<file path="src/rtl/subt_div_seq.sv">
// Iterative unsigned restoring divider built around one shared subt instance.
// A start request in idle latches the operands, then N trial-subtract/shift
// iterations (one per clock) produce quotient and remainder, flagged by a
// one-cycle done pulse. A zero divisor completes immediately with quotient
// all ones, remainder = dividend and div_by_zero set.
//
// Ports:
//   clk           rising-edge clock
//   rst_n         asynchronous active-low reset
//   start_i       begin a division (sampled only when idle)
//   dividend_i    unsigned dividend, sampled with start_i
//   divisor_i     unsigned divisor, sampled with start_i
//   busy_o        high whenever not idle
//   done_o        one-cycle completion pulse
//   quotient_o    registered quotient, held until next completion
//   remainder_o   registered remainder, held until next completion
//   div_by_zero_o set when the last completed operation had divisor == 0

module subt_div_seq #(
    parameter int unsigned N = 4
) (
    input  logic         clk,
    input  logic         rst_n,
    input  logic         start_i,
    input  logic [N-1:0] dividend_i,
    input  logic [N-1:0] divisor_i,
    output logic         busy_o,
    output logic         done_o,
    output logic [N-1:0] quotient_o,
    output logic [N-1:0] remainder_o,
    output logic         div_by_zero_o
);

    localparam int unsigned CntW = $clog2(N + 1);

    typedef enum logic [1:0] {StIdle, StRun, StDone} state_e;

    state_e state_q, state_d;

    logic [N-1:0]    r_q, r_d;       // partial remainder
    logic [N-1:0]    q_q, q_d;       // dividend shifting out, quotient shifting in
    logic [N-1:0]    d_q, d_d;       // latched divisor
    logic [CntW-1:0] cnt_q, cnt_d;
    logic [N-1:0]    quot_q, quot_d;
    logic [N-1:0]    rem_q, rem_d;
    logic            dbz_q, dbz_d;

    logic [N:0] trial;
    logic [N:0] sub_b;
    logic [N:0] sub_diff;
    logic       sub_cout;
    logic       sub_neg;
    logic       last_iter;

    // Trial value: remainder shifted left with the next dividend bit brought in.
    assign trial     = {r_q, q_q[N-1]};
    assign sub_b     = {1'b0, d_q};
    assign last_iter = (cnt_q == CntW'(1));

    subt #(
        .W(N + 1)
    ) u_subt (
        .a_i   (trial),
        .b_i   (sub_b),
        .cin_i (1'b1),
        .diff_o(sub_diff),
        .cout_o(sub_cout),
        .neg_o (sub_neg)
    );

    // Top difference bit is always 0 when kept (R < D invariant); neg is not needed.
    logic unused_sub;
    assign unused_sub = ^{sub_neg, sub_diff[N]};

    // State register
    always_ff @(posedge clk or negedge rst_n) begin
        if (!rst_n) begin
            state_q <= StIdle;
        end else begin
            state_q <= state_d;
        end
    end

    // Next-state logic
    always_comb begin
        state_d = state_q;
        unique case (state_q)
            StIdle: begin
                if (start_i) begin
                    state_d = (divisor_i == '0) ? StDone : StRun;
                end
            end
            StRun: begin
                if (last_iter) begin
                    state_d = StDone;
                end
            end
            StDone:  state_d = StIdle;
            default: state_d = StIdle;
        endcase
    end

    // FSM outputs, decoded from registered state only
    always_comb begin
        busy_o = 1'b0;
        done_o = 1'b0;
        unique case (state_q)
            StIdle:  busy_o = 1'b0;
            StRun:   busy_o = 1'b1;
            StDone: begin
                busy_o = 1'b1;
                done_o = 1'b1;
            end
            default: busy_o = 1'b0;
        endcase
    end

    // Datapath next-state
    always_comb begin
        r_d    = r_q;
        q_d    = q_q;
        d_d    = d_q;
        cnt_d  = cnt_q;
        quot_d = quot_q;
        rem_d  = rem_q;
        dbz_d  = dbz_q;
        unique case (state_q)
            StIdle: begin
                if (start_i) begin
                    if (divisor_i == '0) begin
                        quot_d = '1;
                        rem_d  = dividend_i;
                        dbz_d  = 1'b1;
                    end else begin
                        d_d   = divisor_i;
                        q_d   = dividend_i;
                        r_d   = '0;
                        cnt_d = CntW'(N);
                    end
                end
            end
            StRun: begin
                // cout = 1 means no borrow: trial >= divisor, keep the difference.
                r_d   = sub_cout ? sub_diff[N-1:0] : trial[N-1:0];
                q_d   = {q_q[N-2:0], sub_cout};
                cnt_d = cnt_q - CntW'(1);
                if (last_iter) begin
                    quot_d = q_d;
                    rem_d  = r_d;
                    dbz_d  = 1'b0;
                end
            end
            default: ;
        endcase
    end

    always_ff @(posedge clk or negedge rst_n) begin
        if (!rst_n) begin
            r_q    <= '0;
            q_q    <= '0;
            d_q    <= '0;
            cnt_q  <= '0;
            quot_q <= '0;
            rem_q  <= '0;
            dbz_q  <= 1'b0;
        end else begin
            r_q    <= r_d;
            q_q    <= q_d;
            d_q    <= d_d;
            cnt_q  <= cnt_d;
            quot_q <= quot_d;
            rem_q  <= rem_d;
            dbz_q  <= dbz_d;
        end
    end

    assign quotient_o    = quot_q;
    assign remainder_o   = rem_q;
    assign div_by_zero_o = dbz_q;

endmodule

// Combinational W-bit subtractor: diff = a + ~b + cin, so with cin = 1 it is a - b.
// cout_o = 1 means no borrow (a >= b unsigned); neg_o is its complement.
module subt #(
    parameter int unsigned W = 4
) (
    input  logic [W-1:0] a_i,
    input  logic [W-1:0] b_i,
    input  logic         cin_i,
    output logic [W-1:0] diff_o,
    output logic         cout_o,
    output logic         neg_o
);

    logic [W:0] sum;

    assign sum    = {1'b0, a_i} + {1'b0, ~b_i} + {{W{1'b0}}, cin_i};
    assign diff_o = sum[W-1:0];
    assign cout_o = sum[W];
    assign neg_o  = ~sum[W];

endmodule

</file>
<file path="config.mk">
export PLATFORM = sky130hd
export DESIGN_NAME = subt_div_seq
export DESIGN_NICKNAME = d
export VERILOG_FILES = /design/src/rtl/subt_div_seq.sv
export SDC_FILE = /design/constraint.sdc
export NUM_CORES = 1
export LEC_CHECK = 0
export ABC_AREA = 1
export CORE_MARGIN = 1
export CORE_UTILIZATION = 30
export CTS_BUF_LIST = sky130_fd_sc_hd__clkbuf_4
export CTS_CLUSTER_DIAMETER = 120
export DETAILED_ROUTE_END_ITERATION = 8
export GPL_ROUTABILITY_DRIVEN = 0
export HOLD_SLACK_MARGIN = 0.05
export PLACE_DENSITY = 0.53
export SLEW_MARGIN = 30
export SYNTH_ARGS = -nofsm -noshare
export SYNTH_HDL_FRONTEND = slang
export SYNTH_SLANG_ARGS = --single-unit
</file>
<file path="constraint.sdc">
create_clock -name clk -period 2.65 [get_ports clk]
set_input_delay 0.53 -clock clk [delete_from_list [all_inputs] [get_ports clk]]
set_output_delay 0.53 -clock clk [all_outputs]
set_load 0.05 [all_outputs]
</file>
==> results of run 1 <==
sequential cells by signal (all words and copies together), names as in the netlist:
| name | cells |
|---|---|
| div_by_zero_o | 1 |
| q_q | 4 |
| quotient_o | 4 |
| d_q | 4 |
| r_q | 4 |
| state_q | 2 |
| remainder_o | 4 |
| cnt_q | 3 |
how the worst max path moves through the flow:
stage                       startpoint  slack (ns)              to
after global placement    divisor_i[1]        0.60        cnt_q[2]
final                       state_q[1]        0.27          busy_o
after detailed placement  divisor_i[1]        0.56        cnt_q[2]
after floorplan                 q_q[3]        1.18  remainder_o[2]
after global routing        state_q[1]        0.19          busy_o
after CTS                   state_q[1]        0.25          busy_o
through the flow:
step | instance area (sq um) | std cells | power, W | hold WS, ns | setup slack [ns]
final | 1815 | 278 | 0.002296 | 0.5023 | 0.2709
after global routing | 1815 | 278 | 0.002489 | 0.5085 | 0.1912
after CTS | 1815 | 278 | 0.002324 | 0.5046 | 0.2488
after detailed placement | 1763 | 274 | 0.002037 | 0.4699 | 0.5563
after global placement | 1763 | 274 | 0.002032 | 0.4657 | 0.5980
after floorplan | 1484 | 188 | 0.001712 | 0.2344 | 1.181
cell families after synthesis:
kind of cell    Yosys count  synth area share [%]
simple gates             93                 28.33
buf+inv                  35                 9.864
flops                    26                 43.84
compound gates           22                 7.841
fa+ha+maj                10                 8.938
xor+xnor                  2                 1.181
power groups by stage:
| stage | logic (W) | registers [W] | clock network [W] |
|---|---|---|---|
| 2_1_floorplan | 0.000808 | 0.000904 | 0 |
| 3_3_place_gp | 0.00135 | 0.000678 | 0 |
| 3_5_place_dp | 0.00136 | 0.000679 | 0 |
| 4_1_cts | 0.00136 | 0.000670 | 0.000290 |
| 5_1_grt | 0.00150 | 0.000686 | 0.000304 |
| 6_report | 0.00135 | 0.000667 | 0.000281 |
routing by layer:
metal / global-route usage [%] / vias to the layer above / routed length (um)
met5: 0 / - / 0
met4: 2.614 / 0 / 27
met3: 3.333 / 5 / 146
met2: 20.66 / 36 / 1275
met1: 15.64 / 540 / 1518
li1: - / 634 / -
worst register-to-register path: cells and delay by family, from the launching register on:
family,cells,cell delay [ns]
AOI/OAI and AO/OA,1,0.04
buffers and inverters,3,0.52
and+or+nand+nor,5,0.68
DFF,1,0.42
adders and majority gates,1,0.14
area by class of cell:
class | instances | share of cell area, %
Clock buffer | 3 | 1.241
Clock inverter | 1 | 1.654
Inverter | 31 | 6.409
Multi-Input combinational cell | 127 | 37.84
Sequential cell | 26 | 35.84
Tap cell | 67 | 4.618
Timing Repair Buffer | 23 | 12.41
placed cells by master, fill, tap and decap left out, types with 5 or more instances in the layout:
cell type        instances
nand2_1                 48
o21ai_0                  7
ha_1                     9
nand3_1                 13
a21oi_1                  9
clkdlybuf4s50_1         21
dfrtp_1                 26
nor2_1                  15
inv_1                   29
nand4_1                  5
==> metrics.txt, run 1 <==
outcome completed; setup_tns 0 ns; clock buffer depth 2; post-synth top area share a little over two fifths; final setup vio count 0; synth top area cells dfrtp_1, nand2_1, ha_1; CTS tree yes; max-slew violations 0; Crit. End Element output port; Antenna Nets Post-Route 0; Max Freq 420.3 MHz; first-pass GRT wire length 4968 um; Top Ports 22; Fin Clk Skew roughly 0.013 ns; CTS clk-pin slew, worst paths 0.15 ns; CTS resizes 0; FFs w/ async S/R, synth 100.0%; Reg power frac between 20% and 30%; DRT Wirelength ~3000 um; Syn Nets around 210; WHS Path Cells 2; maximum capacitance violations 0; Power Dens Cells roughly 1300 mW/mm^2; gr usage total roughly an eighth; post-synthesis register bit count 26; normalized max-slew margin between 60 and 70%; effective utilization at floorplan between 30% and 40%; WS Path Type reg2out; CP bufs+invs 2; min-delay src quotient_o[0]; cell count of the worst reg-to-reg path 10; die width 72.33 um; min Tclk post-route around 2.4 ns; slowest stage cell, crit path clkdlybuf4s50_1; slowest stage delay, CP 0.79 ns; # clock sinks 26; routed via count 1,215; logic gate share of total power around 60%; WP depth 3; Final Cycle Share around 90%; fin nets 233; vias per inst 4.371; crit-path cells inv_1 > ha_1 > clkdlybuf4s50_1; Clock Latency Late Sink about 0.34 ns; RSZ-0062 raised after global routing no; average size of a mapped cell slightly below 8 sq um; clock network power share 12.2%; area delta synth->final 22.34%; first drt pass iteration count 4; filler instances between 500 and 600; initial antenna violation count 0; RR Startpoint state_q[1]; DR WL/cell around 11 um; area taken by multi-input logic gates 686.9 sq um; sw frac between 40 and 50%; WP data required 2.12 ns; end-of-flow core utilization 38.18%; most frequent cell after synthesis nand2_1; LEAKAGE 0.9577 nW; H-Tree Depth 1; post-synth top area cell dfrtp_1; Synth Flop Type dfrtp_1; register area share after synthesis 43.84%; warnings from Yosys 0; Root Driver clkbuf_4; number of flops mapped to enable cells by yosys 0; most frequent cells after synthesis nand2_1, inv_1, dfrtp_1, nor2_1, nand3_1; final hold violations 0; post-synth design cell area 0.001484 sq mm; largest net degree at the start of global routing 27; Max VDD drop around 0.00079 V; Max Fanout on Critical Path 3; Mapped Cells about 190; HPWL after DPL roughly 2300 um; Die Y around 72 um; CTS hold repair buffers 0; Post-route DRC 0; worst slew pin tran 0.4898 ns; register area 650.6 sq um; drt initial violations between 60 and 70; Port Buf Inserts 21; layout cells sized above 1 roughly 7.6%; R2R Setup Slk roughly 0.76 ns; antenna cells 0; hold crit path type reg2reg; Worst Hold End quotient_o[0]; Core Region approximately 0.0048 sq mm; crit path launch type flip-flop; vias in the first global route ~1,100; Post CTS Setup Buffer Count 0; CP top delay family buffers and inverters; Die ar. between 0.005 and 0.006 sq mm; grt total ovfl 0; num rows 25; post-synthesis cell type count 25; CP arrival around 1.9 ns; r2r endpoint cnt_q[2]; Switch Pwr about 0.0011 W; Internal Power between 0.001 and 0.0015 W; total CTS buffers 3
No activity file was read; power rests on OpenSTA's default activity.
==> inputs of run 2 (changes only) <==
Settings changed: CORE_MARGIN 1 to 3, PLACE_DENSITY 0.53 to 0.55.
Clock period 2.65 ns to 2 ns, I/O delays scaled along.
==> metrics.txt, run 2 (same netlist as run 1, synthesis figures left out) <==
slowest stage cell, crit path clkdlybuf4s50_1; CP arrival 1.50 ns (-0.35 ns); Top Ports 22 (unchanged); Antenna Nets Post-Route 0 (unchanged); fin nets 235 (+0.86%); min Tclk post-route between 1.5 and 2 ns; Die ar. 0.005826 sq mm (+11%); commonest non-fill, non-tap cell in the layout nand2_1; vias in the first global route 1,173 (+4.7%); final worst setup slack 0.1047 ns (-0.1662 ns); final setup vio count 0 (unchanged); H-Tree Depth 1 (unchanged); DRT Wirelength 2958 um (-0.34%); max-slew violations 0 (unchanged); Tot Pwr 0.002992 W (+30%); outcome completed; Post-route DRC 0 (unchanged); first drt pass iteration count 4 (unchanged); Max Fanout on Critical Path 2 (-1); Power Dens Cells 1657 mW/mm^2 (+31%); Clock Latency Late Sink 0.32 ns (-0.02 ns); WP data required 1.60 ns (-0.52 ns); Core Region 0.004564 sq mm (-4.0%); final hold violations 0 (unchanged); HPWL after DPL 2311 um (+2.6%); antenna cells 0 (unchanged); commonest non-fill, non-tap cells in the layout nand2_1, inv_1, dfrtp_1, clkdlybuf4s50_1, nor2_1; Post-Place Cells 274 (unchanged); first-pass GRT wire length 5223 um (+5.1%); Die Y 76.33 um (+5.5%); maximum capacitance violations 0 (unchanged); Placed Instance Area 0.001783 sq mm (+1.1%); clock buffer depth 2 (unchanged); Root Driver clkbuf_4; Fin Clk Skew 0.007067 ns (-0.005708 ns); crit-path cells clkdlybuf4s50_1; area delta synth->final 21.67%; Port Buf Inserts 21 (unchanged); pre-CTS setup slack 0.1565 ns (-0.3998 ns); drt initial violations 57 (-12%); layout cells sized above 1 8.962% (+1.4 points); grt total ovfl 0 (unchanged); effective utilization at floorplan 32.51% (+1.3 points); hold crit path type in2async; num rows 24 (-4.0%); crit path launch type flip-flop; Final Cycle Share a little over nine tenths; CTS hold repair buffers 0 (unchanged); worst slew pin tran 0.4962 ns (+0.006435 ns); vias per inst 4.408 (+0.86%); initial antenna violation count 0 (unchanged); setup_tns 0 ns (unchanged); CTS tree yes; WS Path Type reg2out; CTS clk-pin slew, worst paths 0.14 ns (about the same); total CTS buffers 3 (unchanged); die width 76.33 um (+5.5%); RSZ-0062 raised after global routing no; routed via count 1,221 (+0.49%); gr usage total 10.78% (-1.5 points); slowest stage delay, CP 0.80 ns (about the same); final instance area 0.001805 sq mm (-0.55%); Max Freq between 500 and 600 MHz; Max VDD drop 0.001144 V (+44%); normalized max-slew margin 66.82% (-0.43 points); CP top delay family buffers and inverters; CP bufs+invs 1 (-1); CTS resizes 0 (unchanged); DR WL/cell 10.68 um (about the same); post-route insts no fill 277 (-0.36%); largest net degree at the start of global routing 27 (unchanged); # clock sinks 26 (unchanged); LEAKAGE 0.9595 nW (+0.19%); Post CTS Setup Buffer Count 0 (unchanged); Crit. End Element output port
[run 2: area by class of cell]
| type | instances | area (sq um) |
|---|---|---|
| Multi-Input combinational cell | 127 | 686.9 |
| Timing Repair Buffer | 25 | 247.7 |
| Sequential cell | 26 | 650.6 |
| Fill cell | 500 | 2759 |
| Tap cell | 65 | 81.33 |
| Inverter | 31 | 116.4 |
| Clock buffer | 3 | 22.52 |
[run 2: metrics by stage]
stage | utilization (%) | hold WS, ns
floorplan | - | 0.1044
global placement | 39.06 | 0.4682
detailed placement | 39.06 | 0.4703
CTS | 39.56 | 0.4472
global route | 39.56 | 0.4605
finish | 39.56 | 0.4325
[run 2: per-layer routing]
layer  global-route usage [%]  up-vias  part of all wire [%]
met2                    18.28       34                    42
met1                    14.04      536                    51
met4                    1.630        0                  0.64
met5                        0        -                     0
met3                    2.837        2                   5.7
li1                         -      649                     -
[run 2: final timing paths]
| kind | startpoint | to | slack, ns | cells past startpoint |
|---|---|---|---|---|
| max in group asynchronous | rst_n | d_q[2] | 1.31 | 2 |
| setup reg to reg | r_q[2] | remainder_o[0] | 0.29 | 9 |
| min in group clk | quotient_o[0] | quotient_o[0] | 0.50 | 2 |
| hold reg to reg | quotient_o[0] | quotient_o[0] | 0.50 | 2 |
| hold / removal | rst_n | div_by_zero_o | 0.43 | 2 |
| setup / recovery | remainder_o[1] | remainder_o[1] | 0.10 | 1 |
[run 2: where the power goes]
part,internal (W),switching (W)
logic,0.000671,0.00122
registers,0.000755,0.000127
clock network,0.0000705,0.000153
==> inputs of run 3 (changes only) <==
Settings changed: SLEW_MARGIN 30 to default.
==> results of run 3 <==
Same layout as run 2: the final DEF is identical, and so are final timing and power.
